$ cat config.mk
export PLATFORM = sky130hd
export DESIGN_NAME = mem_port_arbiter
export DESIGN_NICKNAME = d
export VERILOG_FILES = /design/src/rtl/mem_port_arbiter.sv
export SDC_FILE = /design/constraint.sdc
export NUM_CORES = 1
export LEC_CHECK = 0
export ABC_AREA = 1
export BUFFER_PORTS_ARGS = -buffer_cell sky130_fd_sc_hd__clkbuf_2
export CORE_UTILIZATION = 42
export CTS_BUF_LIST = sky130_fd_sc_hd__clkbuf_4 sky130_fd_sc_hd__clkbuf_8
export DETAILED_ROUTE_END_ITERATION = 7
export HOLD_SLACK_MARGIN = 0.08
export PLACE_DENSITY_LB_ADDON = 0.12
export SLEW_MARGIN = 20
export SYNTH_ARGS = -nofsm -noshare
export SYNTH_HDL_FRONTEND = slang
export SYNTH_SLANG_ARGS = --single-unit
$ cat constraint.sdc
create_clock -name clk -period 1.9 [get_ports clk]
set_input_delay 0.19 -clock clk [delete_from_list [all_inputs] [get_ports clk]]
set_output_delay 0.19 -clock clk [all_outputs]
set_load 0.05 [all_outputs]
$ cat src/rtl/mem_port_arbiter.sv
// Two-requester arbiter (CPU / DMA) for a single fixed-wait-state memory port.
// Round-robin on contention; request fields are latched at grant.
module mem_port_arbiter #(
  parameter int ADDR_W = 32,
  parameter int DATA_W = 32,
  parameter int WAIT   = 2
) (
  input  logic              clk,
  input  logic              rst,
  input  logic              cpuReq,
  input  logic              cpuWe,
  input  logic [ADDR_W-1:0] cpuAddr,
  input  logic [DATA_W-1:0] cpuWdata,
  output logic [DATA_W-1:0] cpuRdata,
  output logic              cpuAck,
  input  logic              dmaReq,
  input  logic              dmaWe,
  input  logic [ADDR_W-1:0] dmaAddr,
  input  logic [DATA_W-1:0] dmaWdata,
  output logic [DATA_W-1:0] dmaRdata,
  output logic              dmaAck,
  output logic              memEn,
  output logic              memWe,
  output logic [ADDR_W-1:0] memAddr,
  output logic [DATA_W-1:0] memWdata,
  input  logic [DATA_W-1:0] memRdata,
  output logic              owner
);

  typedef enum logic [1:0] {
    IDLE   = 2'b00,
    ACCESS = 2'b01,
    RESP   = 2'b10
  } state_t;

  state_t            state, nextState;
  logic              lastGrant;
  logic              weReg;
  logic [ADDR_W-1:0] addrReg;
  logic [DATA_W-1:0] wdataReg;
  logic [3:0]        waitCnt;

  logic grant;
  logic grantSel;
  logic capture;

  always_comb begin
    nextState = state;
    grant     = 1'b0;
    grantSel  = 1'b0;
    capture   = 1'b0;
    case (state)
      IDLE: begin
        if (cpuReq && dmaReq) begin
          grant    = 1'b1;
          grantSel = ~lastGrant;
        end else if (cpuReq) begin
          grant    = 1'b1;
          grantSel = 1'b0;
        end else if (dmaReq) begin
          grant    = 1'b1;
          grantSel = 1'b1;
        end
        if (grant) nextState = ACCESS;
      end
      ACCESS: begin
        if (waitCnt == 4'd0) begin
          capture   = ~weReg;
          nextState = RESP;
        end
      end
      RESP:    nextState = IDLE;
      default: nextState = IDLE;
    endcase
  end

  always_ff @(posedge clk or negedge rst) begin
    if (!rst) begin
      state     <= IDLE;
      lastGrant <= 1'b1;
      owner     <= 1'b0;
      weReg     <= 1'b0;
      addrReg   <= '0;
      wdataReg  <= '0;
      waitCnt   <= '0;
      cpuRdata  <= '0;
      dmaRdata  <= '0;
    end else begin
      state <= nextState;
      if (grant) begin
        owner     <= grantSel;
        lastGrant <= grantSel;
        weReg     <= grantSel ? dmaWe    : cpuWe;
        addrReg   <= grantSel ? dmaAddr  : cpuAddr;
        wdataReg  <= grantSel ? dmaWdata : cpuWdata;
        waitCnt   <= 4'(WAIT - 1);
      end else if (state == ACCESS && waitCnt != 4'd0) begin
        waitCnt <= waitCnt - 4'd1;
      end
      if (capture) begin
        if (owner) dmaRdata <= memRdata;
        else       cpuRdata <= memRdata;
      end
    end
  end

  // Decoded from the state register so an async reset drops memEn/memWe at once.
  assign memEn    = (state == ACCESS);
  assign memWe    = (state == ACCESS) && weReg;
  assign memAddr  = addrReg;
  assign memWdata = wdataReg;
  assign cpuAck   = (state == RESP) && !owner;
  assign dmaAck   = (state == RESP) &&  owner;

endmodule

-- Word-level counts from Yosys, hierarchy flattened
Cells that the tools add are included.
- reductions and logical operators: 13
- shifts and indexed selects: 0
- multiplexer cells: 18
- add/subtract/negate cells: 1
- $mul: 0
- divide/modulo/power cells: 0
- bitwise logic cells: 3
- equality and inequality tests: 4
- $lt $le $gt $ge: 0
- operators with widths (cell ; number):
    2-to-1 mux 32 bit ; 2
    2-to-1 mux 1 bit ; 11
    2-to-1 mux 4 bit ; 2
    AND reduction 2 bit ; 3
    logical AND 1 bit ; 5
    zero test 4 bit ; 1
    2-to-1 mux 2 bit ; 2
    case mux 2 bit (2 select lines) ; 1
    nonzero test 4 bit ; 1
    subtractor 4 x 1 -> 4 bit (second input constant) ; 1
    inverter 1 bit ; 3
    == test 2 x 1 -> 1 bit (second input constant) ; 1
    == test 2 bit (second input constant) ; 1
    zero test 2 bit ; 1
    != test 2 x 1 -> 1 bit (second input constant) ; 1
    != test 2 bit (second input constant) ; 1
    nonzero test 2 bit ; 1
    zero test 1 bit ; 1
- bits in latches: 0
- register bits after elaboration: 137
- ROM bits: 0
- output and inout port bits: 133
- memories: 0
- word-level logic and storage cells: 48
- RAM bits: 0

-- Logic depth before layout (Yosys ltp)
- depth after elaboration: 6
- mapped depth: 8
- depth with buffers taken out: 8

-- Worst setup path after synthesis
No wires, ideal clock.
- kind: register -> output
- from: reg owner
- to: out dmaAck
- path slack: -0.633 ns
- stages on the path, launching flop included: 5
- arrival: 2.343 ns
- path buffers: 2
- path through: dfrtp_1 > buf_2 > clkinv_1 > buf_2 > nor3_1
- word-level cells in the longest chain between the ends: 1
- RTL lines (item ; line ; source):
    from (decl) ; 27 ; output logic owner
    from (signal assigned) ; 91 ; owner <= grantSel;
    logical AND 1 bit ; 113 ; assign dmaAck = (state == RESP) && owner;
    to (decl) ; 21 ; output logic dmaAck,
No other way between the ends.

-- Worst setup path after layout
Ends and elaborated chain as after synthesis.

==> impl_metrics.py <==
metrics = {
    "clocking": {
        "htreeDepth": 4,
        "numCtsBuffers": 17,
        "cts_tree": "yes",
        "clk_latency_ps": 440,
        "clk_pin_slew_ps": 70,
        "clock-sinks": 137,
        "root_buffer": "clkbuf_8",
        "cts_setup_buffers": 0,
        "clk_path_buf_depth": 2,
    },
    "sta": {
        "finalSetupViolations": 0,
        "drv_slew": 0,
        "finalCritPeriodShare": 0.917,
        "worst_slack_ps": 157,
        "max_freq_ghz": 0.574,
        "tightestPinTransition_ps": 719,
        "hold_ws_ps": 104,
        "skew_ps": 7.67,
        "period_minus_slack_ps": 1740,
        "report.final.hold_viol_count": 0,
        "slew_headroom": 0.519,
        "rsz0062_at_grt": "false",
    },
    "placed_design": {
        "placed_cell_area_sq_um": 7660,
        "globalplace.congestion": 0.764,
        "port_buffers": 298,
        "post-dp-hpwl_um": 12300,
        "dp_slack_ps": 268,
    },
    "run_status": {
        "status": "complete, no violations",
    },
    "run": {
        "maxCapViolCount": 0,
    },
    "route": {
        "wl_um": 21000,
        "firstDrtPassIters": 5,
        "initialDrtViolationCount": 487,
        "wl_per_cell_um": 15.7,
        "viasPerCell": 5.02,
        "vias": 6708,
        "drt.antenna.violating_nets": 0,
        "drc": 0,
    },
    "synth": {
        "synth_edf_count": 0,
        "syn-num-nets": 863,
        "ys_seq_area_frac": 0.563,
        "synth.distinct_cells": 29,
        "synthArstFlopShare": 1.00,
        "synth_cells": 695,
        "synth_area_sq_um": 6090,
        "yosys-top-cells-count": "nand2_1, dfrtp_1, o21ai_1, nand3_1, nor2_1",
        "synth_area_leader_cell": "dfrtp_1",
        "synth_top_area_share": 0.559,
        "synth_seq_cells": 137,
        "avgSynthCellArea_sq_um": 8.76,
        "ys_top_cells_by_area": "dfrtp_1, nand2_1, o21ai_1, nand3_1, o21ai_0",
        "ys.flop_type": "dfrtp_1",
        "yosysMostFrequentCell": "nand2_1",
        "ys_warn_count": 0,
    },
    "global_route": {
        "grt_pass1_vias": 6801,
        "grt_max_degree": 55,
        "antenna_found_initial": 0,
        "track_usage": 0.282,
        "grt.overflow.total": 0,
        "grt_pass1_wl_um": 32500,
    },
    "pwr": {
        "swShare": 0.549,
        "p_int_mw": 8.55,
        "peakVddDrop_uv": 861,
        "pwr-share-comb": 0.577,
        "seq_power_share": 0.280,
        "leakage_nw": 5.08,
        "p_clk_frac": 0.143,
        "p_switching_mw": 10.4,
        "power_mw": 19.0,
        "p_per_area_nw_per_um2": 1950,
    },
    "finish": {
        "drive_gt1_frac": 0.318,
        "diodes": 0,
        "fin_util": 0.696,
        "design_area_sq_um": 9740,
        "syn_to_final_growth_pct": 60.0,
        "nets": 1311,
    },
    "die": {
        "die_y_um": 122,
        "start_util": 0.435,
        "row_count": 43,
        "pin_count": 299,
        "die-area_sq_um": 15000,
        "dieWidth_um": 122,
        "coreArea_sq_um": 14000,
    },
    "worst_setup_path": {
        "critical_path_required_ps": 1710,
        "critical-path-top-delay-family": "buffers and inverters",
        "rrSetupSlack_ps": 250,
        "end_kind": "primary output",
        "critPathMaxStageDelay_ps": 460,
        "cp_max_fo": 7,
        "cp.depth": 3,
        "critPathKind": "flop to primary output",
        "cp_slowest_cell": "dfrtp_2",
        "path_buf_inv": 2,
        "worstPathArrival_ps": 1550,
        "rr_worst_depth": 8,
        "start_kind": "flop",
        "path_cells": "clkinv_1, nor3_2, clkbuf_2",
    },
    "worst_hold_path": {
        "hold_path.class": "input pin to flop",
        "hold_depth": 3,
    },
}
power by group through the flow:
stage / combinational [mW] / sequential [mW] / clock [mW]
6_report: 10.9 / 5.30 / 2.71
5_1_grt: 11.7 / 5.46 / 2.90
4_1_cts: 10.9 / 5.26 / 2.75
3_5_place_dp: 10.6 / 5.29 / 0
3_3_place_gp: 10.5 / 5.27 / 0
2_1_floorplan: 3.45 / 9.92 / 0
metrics by stage:
stage | instances | setup TNS, ps
after detailed placement | 1142 | 0
after floorplan | 695 | -199
after global placement | 1142 | 0
after CTS | 1336 | 0
after global routing | 1336 | 0
final | 1336 | 0
logic make-up (layout without fill, tap and decap cells):
kind of cell               after synthesis  count (layout)  synth area share
and+or+nand+nor                        365             365             0.255
DFF                                    137             137             0.563
AOI/OAI and AO/OA                      131             131             0.108
buffers and inverters                   59             520            0.0674
adders and majority gates                2               2           0.00411
xor gates and xnor gates                 1               1           0.00144
cells in the final DEF, fill, tap and decap left out, types with 5 or more instances in the layout:
cell type and instances:
buf_12 6, buf_4 9, clkbuf_2 297, clkbuf_8 21, clkinv_2 5, dfrtp_1 135
dlygate4sd3_1 162, inv_1 8, nand2_1 211, nand3_1 69, nor2_1 68, o21ai_0 55
o21ai_1 74
layer usage:
layer / vias up / GRT usage / wire length [um]
met5: - / 0 / 0
met3: 72 / 0.0725 / 1480
met1: 3147 / 0.323 / 8200
met4: 0 / 0.164 / 989
li1: 3160 / - / -
met2: 329 / 0.475 / 10300
state kept, by name (all words and copies together) (netlist names):
| register | cells |
|---|---|
| memWdata | 32 |
| cpuRdata | 32 |
| state | 2 |
| owner | 1 |
| lastGrant | 1 |
| weReg | 1 |
| waitCnt | 4 |
| dmaRdata | 32 |
| memAddr | 32 |
layout make-up:
cell class / instances / area (sq um)
timing repair buffer: 475 / 3310
multi-input combinational: 499 / 2270
tap: 180 / 225
fill: 1073 / 4250
clock buffer: 24 / 312
clock inverter: 8 / 140
inverter: 13 / 50.0
sequential: 137 / 3430
worst reg2reg max path: cells and delay by family, from the launching register on:
kind	cells	cell delay [ps]
adders and majority gates	1	240
and+or+nand+nor	5	560
buffers and inverters	2	390
DFF	1	360
final timing paths:
check                                        from                       end
setup reg to reg           waitCnt[0]$_DFFE_PN0P_  cpuRdata[15]$_DFFE_PN0P_
hold reg to reg             lastGrant$_DFFE_PN1P_     lastGrant$_DFFE_PN1P_
setup / recovery                owner$_DFFE_PN0P_                    dmaAck
hold / removal                        dmaWdata[1]   memWdata[1]$_DFFE_PN0P_
min in group asynchronous                     rst  dmaRdata[23]$_DFFE_PN0P_
max in group asynchronous                     rst     lastGrant$_DFFE_PN1P_
repair_timing:
| action | 4_1_cts | 5_1_grt |
|---|---|---|
| hold buffers | 162 | 0 |
| endpoints found under the setup margin | 1 | 0 |
| endpoints found under the hold margin | 265 | 0 |
| resized for setup | 1 | 0 |
(Power assumes the default switching activity.)
